File: config.mk
export PLATFORM = sky130hd
export DESIGN_NAME = gyro_integrator
export DESIGN_NICKNAME = d
export VERILOG_FILES = /design/src/rtl/gyro_integrator.sv
export SDC_FILE = /design/constraint.sdc
export NUM_CORES = 1
export LEC_CHECK = 0
export ABC_CLOCK_PERIOD_IN_PS = 4200
export CAP_MARGIN = 20
export CORE_UTILIZATION = 43
export CTS_CLUSTER_DIAMETER = 150
export DETAILED_ROUTE_END_ITERATION = 12
export SYNTH_ARGS = -nofsm -noshare
export SYNTH_HDL_FRONTEND = slang
export SYNTH_SLANG_ARGS = --single-unit
File: constraint.sdc
create_clock -name CLK -period 4.2 [get_ports CLK]
set_clock_uncertainty 0.05 [all_clocks]
set_input_delay 1.05 -clock CLK [delete_from_list [all_inputs] [get_ports CLK]]
set_output_delay 1.05 -clock CLK [all_outputs]
set_load 0.005 [all_outputs]
File: src/rtl/gyro_integrator.sv
// gyro_integrator: per-axis bias-corrected rate integrator with saturate/wrap modes,
// a programmable tick rate and a zero-rate bias calibration sequence.
module gyro_integrator #(
    parameter int NAXES    = 3,
    parameter int W        = 16,
    parameter int OUT_W    = 16,
    parameter int FRAC     = 10,
    parameter int DIV      = 50000,
    parameter int CAL_LOG2 = 4
) (
    input  logic                   CLK,
    input  logic                   RST,
    input  logic [NAXES*W-1:0]     rate_in,
    input  logic                   rate_valid,
    input  logic                   cal_start,
    input  logic                   clear,
    input  logic                   wrap_mode,
    output logic [NAXES*OUT_W-1:0] angle_out,
    output logic                   angle_valid,
    output logic [NAXES-1:0]       sat_flag,
    output logic                   cal_busy
);
    localparam int ACC_W = OUT_W + FRAC;
    localparam int SUM_W = W + CAL_LOG2;
    localparam int CW    = (DIV > 1) ? $clog2(DIV) : 1;

    typedef enum logic {RUN, CAL} state_t;

    state_t                  state_q, state_d;
    logic [CW-1:0]           cnt_q, cnt_d;
    logic [CAL_LOG2-1:0]     ncal_q, ncal_d;
    logic signed [W-1:0]     rate_q [NAXES];
    logic signed [W-1:0]     rate_d [NAXES];
    logic signed [W-1:0]     bias_q [NAXES];
    logic signed [W-1:0]     bias_d [NAXES];
    logic signed [SUM_W-1:0] sum_q [NAXES];
    logic signed [SUM_W-1:0] sum_d [NAXES];
    logic signed [ACC_W-1:0] acc_q [NAXES];
    logic signed [ACC_W-1:0] acc_d [NAXES];
    logic [NAXES-1:0]        sat_q, sat_d;
    logic                    valid_q, valid_d;
    logic signed [W:0]       delta [NAXES];
    logic signed [ACC_W:0]   nxt [NAXES];
    logic                    tick, cal_go, cal_done;

    assign tick     = cnt_q == CW'(DIV - 1);
    assign cal_go   = state_q == RUN && cal_start;
    assign cal_done = state_q == CAL && rate_valid && &ncal_q;

    always_comb begin
        state_d = cal_done ? RUN : (cal_go ? CAL : state_q);
        cnt_d   = tick ? '0 : cnt_q + 1'b1;
        ncal_d  = cal_go ? '0 : (state_q == CAL && rate_valid) ? ncal_q + 1'b1 : ncal_q;
        valid_d = state_q == RUN && tick && !clear;
        sat_d   = clear ? '0 : sat_q;
        for (int i = 0; i < NAXES; i++) begin
            rate_d[i] = rate_valid ? $signed(rate_in[i*W +: W]) : rate_q[i];
            sum_d[i]  = cal_go ? '0 : sum_q[i];
            if (state_q == CAL && rate_valid)
                sum_d[i] = sum_q[i] + SUM_W'($signed(rate_in[i*W +: W]));
            bias_d[i] = cal_done ? W'(sum_d[i] >>> CAL_LOG2) : bias_q[i];
            // W+1 bits so that a most-negative bias cannot overflow the difference
            delta[i]  = (W+1)'(rate_q[i]) - (W+1)'(bias_q[i]);
            nxt[i]    = (ACC_W+1)'(acc_q[i]) + (ACC_W+1)'(delta[i]);
            acc_d[i]  = acc_q[i];
            if (clear)
                acc_d[i] = '0;
            else if (state_q == RUN && tick) begin
                if (!wrap_mode && nxt[i][ACC_W] != nxt[i][ACC_W-1]) begin
                    acc_d[i] = nxt[i][ACC_W] ? {1'b1, {(ACC_W-1){1'b0}}} : {1'b0, {(ACC_W-1){1'b1}}};
                    sat_d[i] = 1'b1;
                end else
                    acc_d[i] = nxt[i][ACC_W-1:0];
            end
        end
    end

    always_ff @(posedge CLK) begin
        if (RST) begin
            state_q <= RUN;
            cnt_q   <= '0;
            ncal_q  <= '0;
            rate_q  <= '{default: '0};
            bias_q  <= '{default: '0};
            sum_q   <= '{default: '0};
            acc_q   <= '{default: '0};
            sat_q   <= '0;
            valid_q <= 1'b0;
        end else begin
            state_q <= state_d;
            cnt_q   <= cnt_d;
            ncal_q  <= ncal_d;
            rate_q  <= rate_d;
            bias_q  <= bias_d;
            sum_q   <= sum_d;
            acc_q   <= acc_d;
            sat_q   <= sat_d;
            valid_q <= valid_d;
        end
    end

    for (genvar g = 0; g < NAXES; g++) begin : g_out
        assign angle_out[g*OUT_W +: OUT_W] = acc_q[g][ACC_W-1:FRAC];
    end

    assign angle_valid = valid_q;
    assign sat_flag    = sat_q;
    assign cal_busy    = state_q == CAL;
endmodule

# Word-level counts from Yosys, hierarchy flattened
# Cells that the tools add are included.
word_totals:
  reg_bits: 259
  inputBits: 54
  output_inout_bits: 53
  elab_cells: 74
op_classes:
  addsub: 11
  eq_ne: 4
  mux: 22
  bitwise: 1
  reduce_logical: 16
op_table:
  columns: ["operator", "n"]
  rows:
  - ["$mux 26", 6]
  - ["$mux 20", 6]
  - ["$add 26x17->27", 3]
  - ["$add 20x16->20", 3]
  - ["$sub 16x16->17", 3]
  - ["$add 16x1->16 const B", 1]
  - ["$eq 16x16->1 const B", 1]
  - ["$mux 1", 9]
  - ["$logic_and 1x1->1", 8]
  - ["$reduce_or 2->1", 4]
  - ["$add 4x1->4 const B", 1]
  - ["$reduce_and 4->1", 1]
  - ["$mux 3", 1]
  - ["$ne 1x1->1", 3]
  - ["$logic_not 1->1", 2]
  - ["$reduce_bool 2->1", 1]
  - ["$not 1->1", 1]

# Depth between registers and ports, before layout
depth:
  word_depth: 7
  depth_mapped: 16
  mapped_depth_nobuf: 15

# Worst setup path before layout
# OpenSTA, ideal clock, no wires.
synth_timing:
  path_type: "register -> register"
  from: "register rate_q[17] (netlist bit)"
  to: "register acc_q[26] (netlist bit)"
  setup_ns: 0.133
  arrival_time_ns: 3.677
  required_time_ns: 4.017
  setup_slack_ns: 0.340
  stages_incl_launch_ff: 15
  n_path_buf: 0
  period_less_slack_ns: 3.860
  path_cell_list: "dfxtp_1 -> inv_1 -> fa_1 -> inv_1 -> fa_1 -> a211oi_1 -> nor2_1 -> o31a_1 -> o211a_1 -> or3_1 -> and2_4 -> a211oi_4 -> or3b_1 -> a211oi_1 -> a211oi_1"
synth_between:
  elab_chain_len: 5
  word_cells_on_any_way: 6
  classes_between: "add/sub: 2; eq/ne: 1; mux: 2; reduce/logical: 1"
synth_rtl:
  columns: ["item", "line_no", "rtl"]
  rows:
  - ["from (decl)", "32", "logic signed [W-1:0] rate_q [NAXES];"]
  - ["from (signal assigned)", "93", "rate_q <= rate_d;"]
  - ["$sub 16x16->17 (*)", "63", "delta[i] = (W+1)'(rate_q[i]) - (W+1)'(bias_q[i]);"]
  - ["$add 26x17->27 (*)", "64", "nxt[i] = (ACC_W+1)'(acc_q[i]) + (ACC_W+1)'(delta[i]);"]
  - ["$ne 1x1->1", "69", "if (!wrap_mode && nxt[i][ACC_W] != nxt[i][ACC_W-1]) begin"]
  - ["$logic_and 1x1->1", "69", null]
  - ["$mux 26 (*)", "69", null]
  - ["to (signal assigned)", "86", "acc_q <= '{default: '0};"]
  - ["to (signal assigned)", "96", "acc_q <= acc_d;"]
  - ["to (decl)", "38", "logic signed [ACC_W-1:0] acc_q [NAXES];"]
# Mark *: on every way between the ends. The rest lies on a longest branch, timed or not.
# A chain may end at the register's enable or synchronous reset.

# Final worst setup path
layout_timing:
  from: "register acc_q[27] (netlist bit)"
  to: "register acc_q[26] (netlist bit)"
layout_between:
  elab_chain_len: 4
  word_cells_on_any_way: 5
  classes_between: "add/sub: 1; eq/ne: 1; mux: 2; reduce/logical: 1"
layout_rtl:
  columns: ["item", "line_no"]
  rows:
  - ["$add 26x17->27 (*)", "64"]
  - ["$ne 1x1->1", "69"]
  - ["$logic_and 1x1->1", "69"]
  - ["$mux 26 (*)", "69"]
# Marked as above.

==> reports/metrics.yaml <==
die_y_um: 209
fin_ws_ns: 0.193
tightest_slew_ns: 0.996
end_kind: "register"
clk_latency_ns: 0.53
syn_area_per_cell_sq_um: 8.32
crit_top_cell: "a211oi_2"
synth_nets: 2488
placement.io_buffers: 106
dr_wl_met2_mm: 20.8
setup_viol: 0
num_io_pins: 107
pre_cts_slack_ns: -0.0719
synth_edf_count: 0
grt-ovfl-total: 0
synth-async-reset-ratio: 0
finalHoldViolations: 0
cp_data_required_time_ns: 4.53
slew_viol_final: 0
hold_class: "reg2reg"
fp.dieArea_sq_um: 43700
synth_warnings: 0
die_w_um: 209
worst-setup-path-type: "reg2reg"
first_iter_violations: 728
path_max_fanout: 5
grt_usage: 0.214
syn-cell-area_sq_um: 18400
diodes: 0
place_area_sq_um: 20100
fillers: 3961
cts_buffers: 34
areaGrowthSynthToFinish_pct: 16.7
path_clk_slew_ns: 0.05
crit_path_top_delay_cell: "fa_1"
status: "finished, final reports clean"
ys_seq_elements: 259
nets: 2571
holdWs_ns: 0.407
intPower_mw: 5.48
p_per_area_nw_per_um2: 357
grt_max_degree: 77
drcViolationCount: 0
grt_pass1_vias: 14793
core-area_sq_um: 42100
final_layout_size_suffix_gt1_frac: 0.0819
clock-sinks: 259
final_antenna_net_count: 0
vias: 15239
ir_drop_mv: 0.242
synth_cells: 2213
htreeDepth: 2
wirelength_mm: 46.1
crit_buf_inv: 2
start_kind: "register"
wire_per_inst_um: 16.1
seqPwrFrac: 0.333
period_share: 0.954
grt_pass1_wl_mm: 75.9
initial_core_util: 0.437
wl_met3_mm: 1.97
synth_cell_types: 83
ys.flop_type: "dfxtp_1"
final_area_sq_um: 21500
fmax_mhz: 250
switching_share: 0.286
cpLargestDelayFamily: "compound AO/OA/AOI/OAI gates"
p_comb_frac: 0.229
max-slew-margin-rel: 0.336
via_per_inst: 5.33
power_mw: 7.67
gp_congestion: 0.869
rows: 75
slowest_delay_ns: 0.55
drt-pass1-iter-count: 5
maxUsedRoutingLayer: "met4"
switchingPower_mw: 2.19
cts_tree: "done"
path_cells: "inv_1, fa_1, inv_2, fa_2, a211oi_2, nor2_2, o31a_1, o211a_1, or3_4, and2_4, a211oi_4, or3b_4, a211oi_2, a211oi_1"
min_period_ns: 4.01
drv_cap: 0
cts_root_buf: "clkbuf_16"
wl_met1_mm: 22.3
clkPwrFrac: 0.438
postCtsHoldBufs: 0
cts_buffer_depth: 3
ys_seq_area_frac: 0.282
antenna_found_initial: 0
p_leak_nw: 9.17
crit_arrival_ns: 4.34
dp_hpwl_mm: 34.0
fin_util: 0.510
cell type report:
cell class / count / area (sq um) / area share
Clock buffer: 44 / 968 / 0.0450
Multi-Input combinational cell: 1516 / 11500 / 0.535
Timing Repair Buffer: 176 / 1670 / 0.0776
Inverter: 309 / 1160 / 0.0539
Tap cell: 539 / 674 / 0.0314
Clock inverter: 17 / 335 / 0.0156
Sequential cell: 259 / 5190 / 0.241
final timing paths:
| kind | start | endpoint | slack [ns] | depth (start not counted) |
|---|---|---|---|---|
| max | acc_q[27] | acc_q[26] | 0.19 | 14 |
| max reg2reg | acc_q[27] | acc_q[26] | 0.19 | 14 |
| min | sat_flag[2] | sat_flag[2] | 0.41 | 2 |
| min reg2reg | sat_flag[2] | sat_flag[2] | 0.41 | 2 |
registers in the layout, indices dropped and copies added (netlist names):
register / flops
angle_valid: 1
sat_flag: 3
cnt_q: 16
angle_out: 48
sum_q: 60
ncal_q: 4
bias_q: 48
rate_q: 48
cal_busy: 1
acc_q: 30
per-stage QoR:
stage | TNS, ns | instances
after detailed placement | -0.246 | 2795
after global routing | -0.0123 | 2860
after global placement | -0.00702 | 2795
final | 0 | 2860
after CTS | 0 | 2856
after floorplan | 0 | 2213
cell usage after synthesis, drive strengths merged (4+ instances only):
master,n,share of area
a211oi,72,0.030
a21boi,17,0.0069
a21o,48,0.020
a21oi,127,0.035
a22oi,49,0.020
a311oi,6,0.0032
a31o,4,0.0019
a31oi,24,0.0082
a32oi,7,0.0033
and2,16,0.0057
and3,13,0.0044
buf,64,0.024
clkbuf,65,0.013
dfxtp,259,0.28
fa,81,0.088
ha,140,0.095
inv,309,0.063
mux2i,49,0.027
nand2,131,0.027
nand2b,18,0.0061
nand3,34,0.0095
nand3b,9,0.0037
nand4,10,0.0034
nor2,228,0.046
nor2b,7,0.0024
nor3,50,0.014
nor4,10,0.0034
o211ai,7,0.0029
o21a,25,0.010
o21ai,86,0.024
o21bai,13,0.0053
o221a,12,0.0073
o22a,6,0.0029
o311a,4,0.0022
o31a,4,0.0019
o31ai,11,0.0055
or3,15,0.0051
or4,4,0.0016
xnor2,79,0.038
xor2,50,0.024
power by group through the flow:
stage	combinational, mW	clock, mW	sequential (mW)
after floorplan	1.26	0	2.59
after global placement	1.67	0	2.60
after global routing	1.96	3.55	2.56
after detailed placement	1.69	0	2.60
final	1.76	3.36	2.55
after CTS	1.70	3.45	2.55
per-layer routing:
layer / track usage / vias to the layer above
met2: 0.349 / 293
li1: - / 7715
met1: 0.293 / 7164
met5: 0 / -
met4: 0.0629 / 0
met3: 0.0280 / 67
worst min-delay path, delay by kind of cell (launching register included):
kind,cells,cell delay (ns)
compound gates,1,0.05
simple gates,1,0.05
flops,1,0.31
layout by cell type (no fill, tap or decap), types with 12 or more instances in the layout:
master           count
nor2_1             226
mux2i_1             49
clkdlybuf4s50_1    104
o21bai_1            13
a21oi_1            124
clkbuf_16           34
inv_1              308
xor2_1              49
nand2_1            131
a21o_1              48
a31oi_1             23
or3_1               14
fa_1                80
ha_1               139
a22oi_1             49
o21a_1              25
nand2b_1            17
nor3_1              50
a211oi_1            67
and3_1              12
dfxtp_1            258
and2_1              13
o21ai_0             82
nand3_1             33
buf_4               62
a21boi_0            17
o221a_2             12
xnor2_1             79
cells by family after synthesis:
logic type                 share of synthesized area
DFF                                            0.282
and+or+nand+nor                                0.139
muxes                                         0.0266
xor gates and xnor gates                      0.0613
buffers and inverters                          0.100
AOI/OAI and AO/OA                              0.208
adders and majority gates                      0.183
timing repair:
item,CTS,global route
gates resized for setup,3,23
pin swaps,0,15
cloned,0,1
setup buffers,0,3
setup endpoints to repair,18,55
Power figures use the tool's default switching activity.
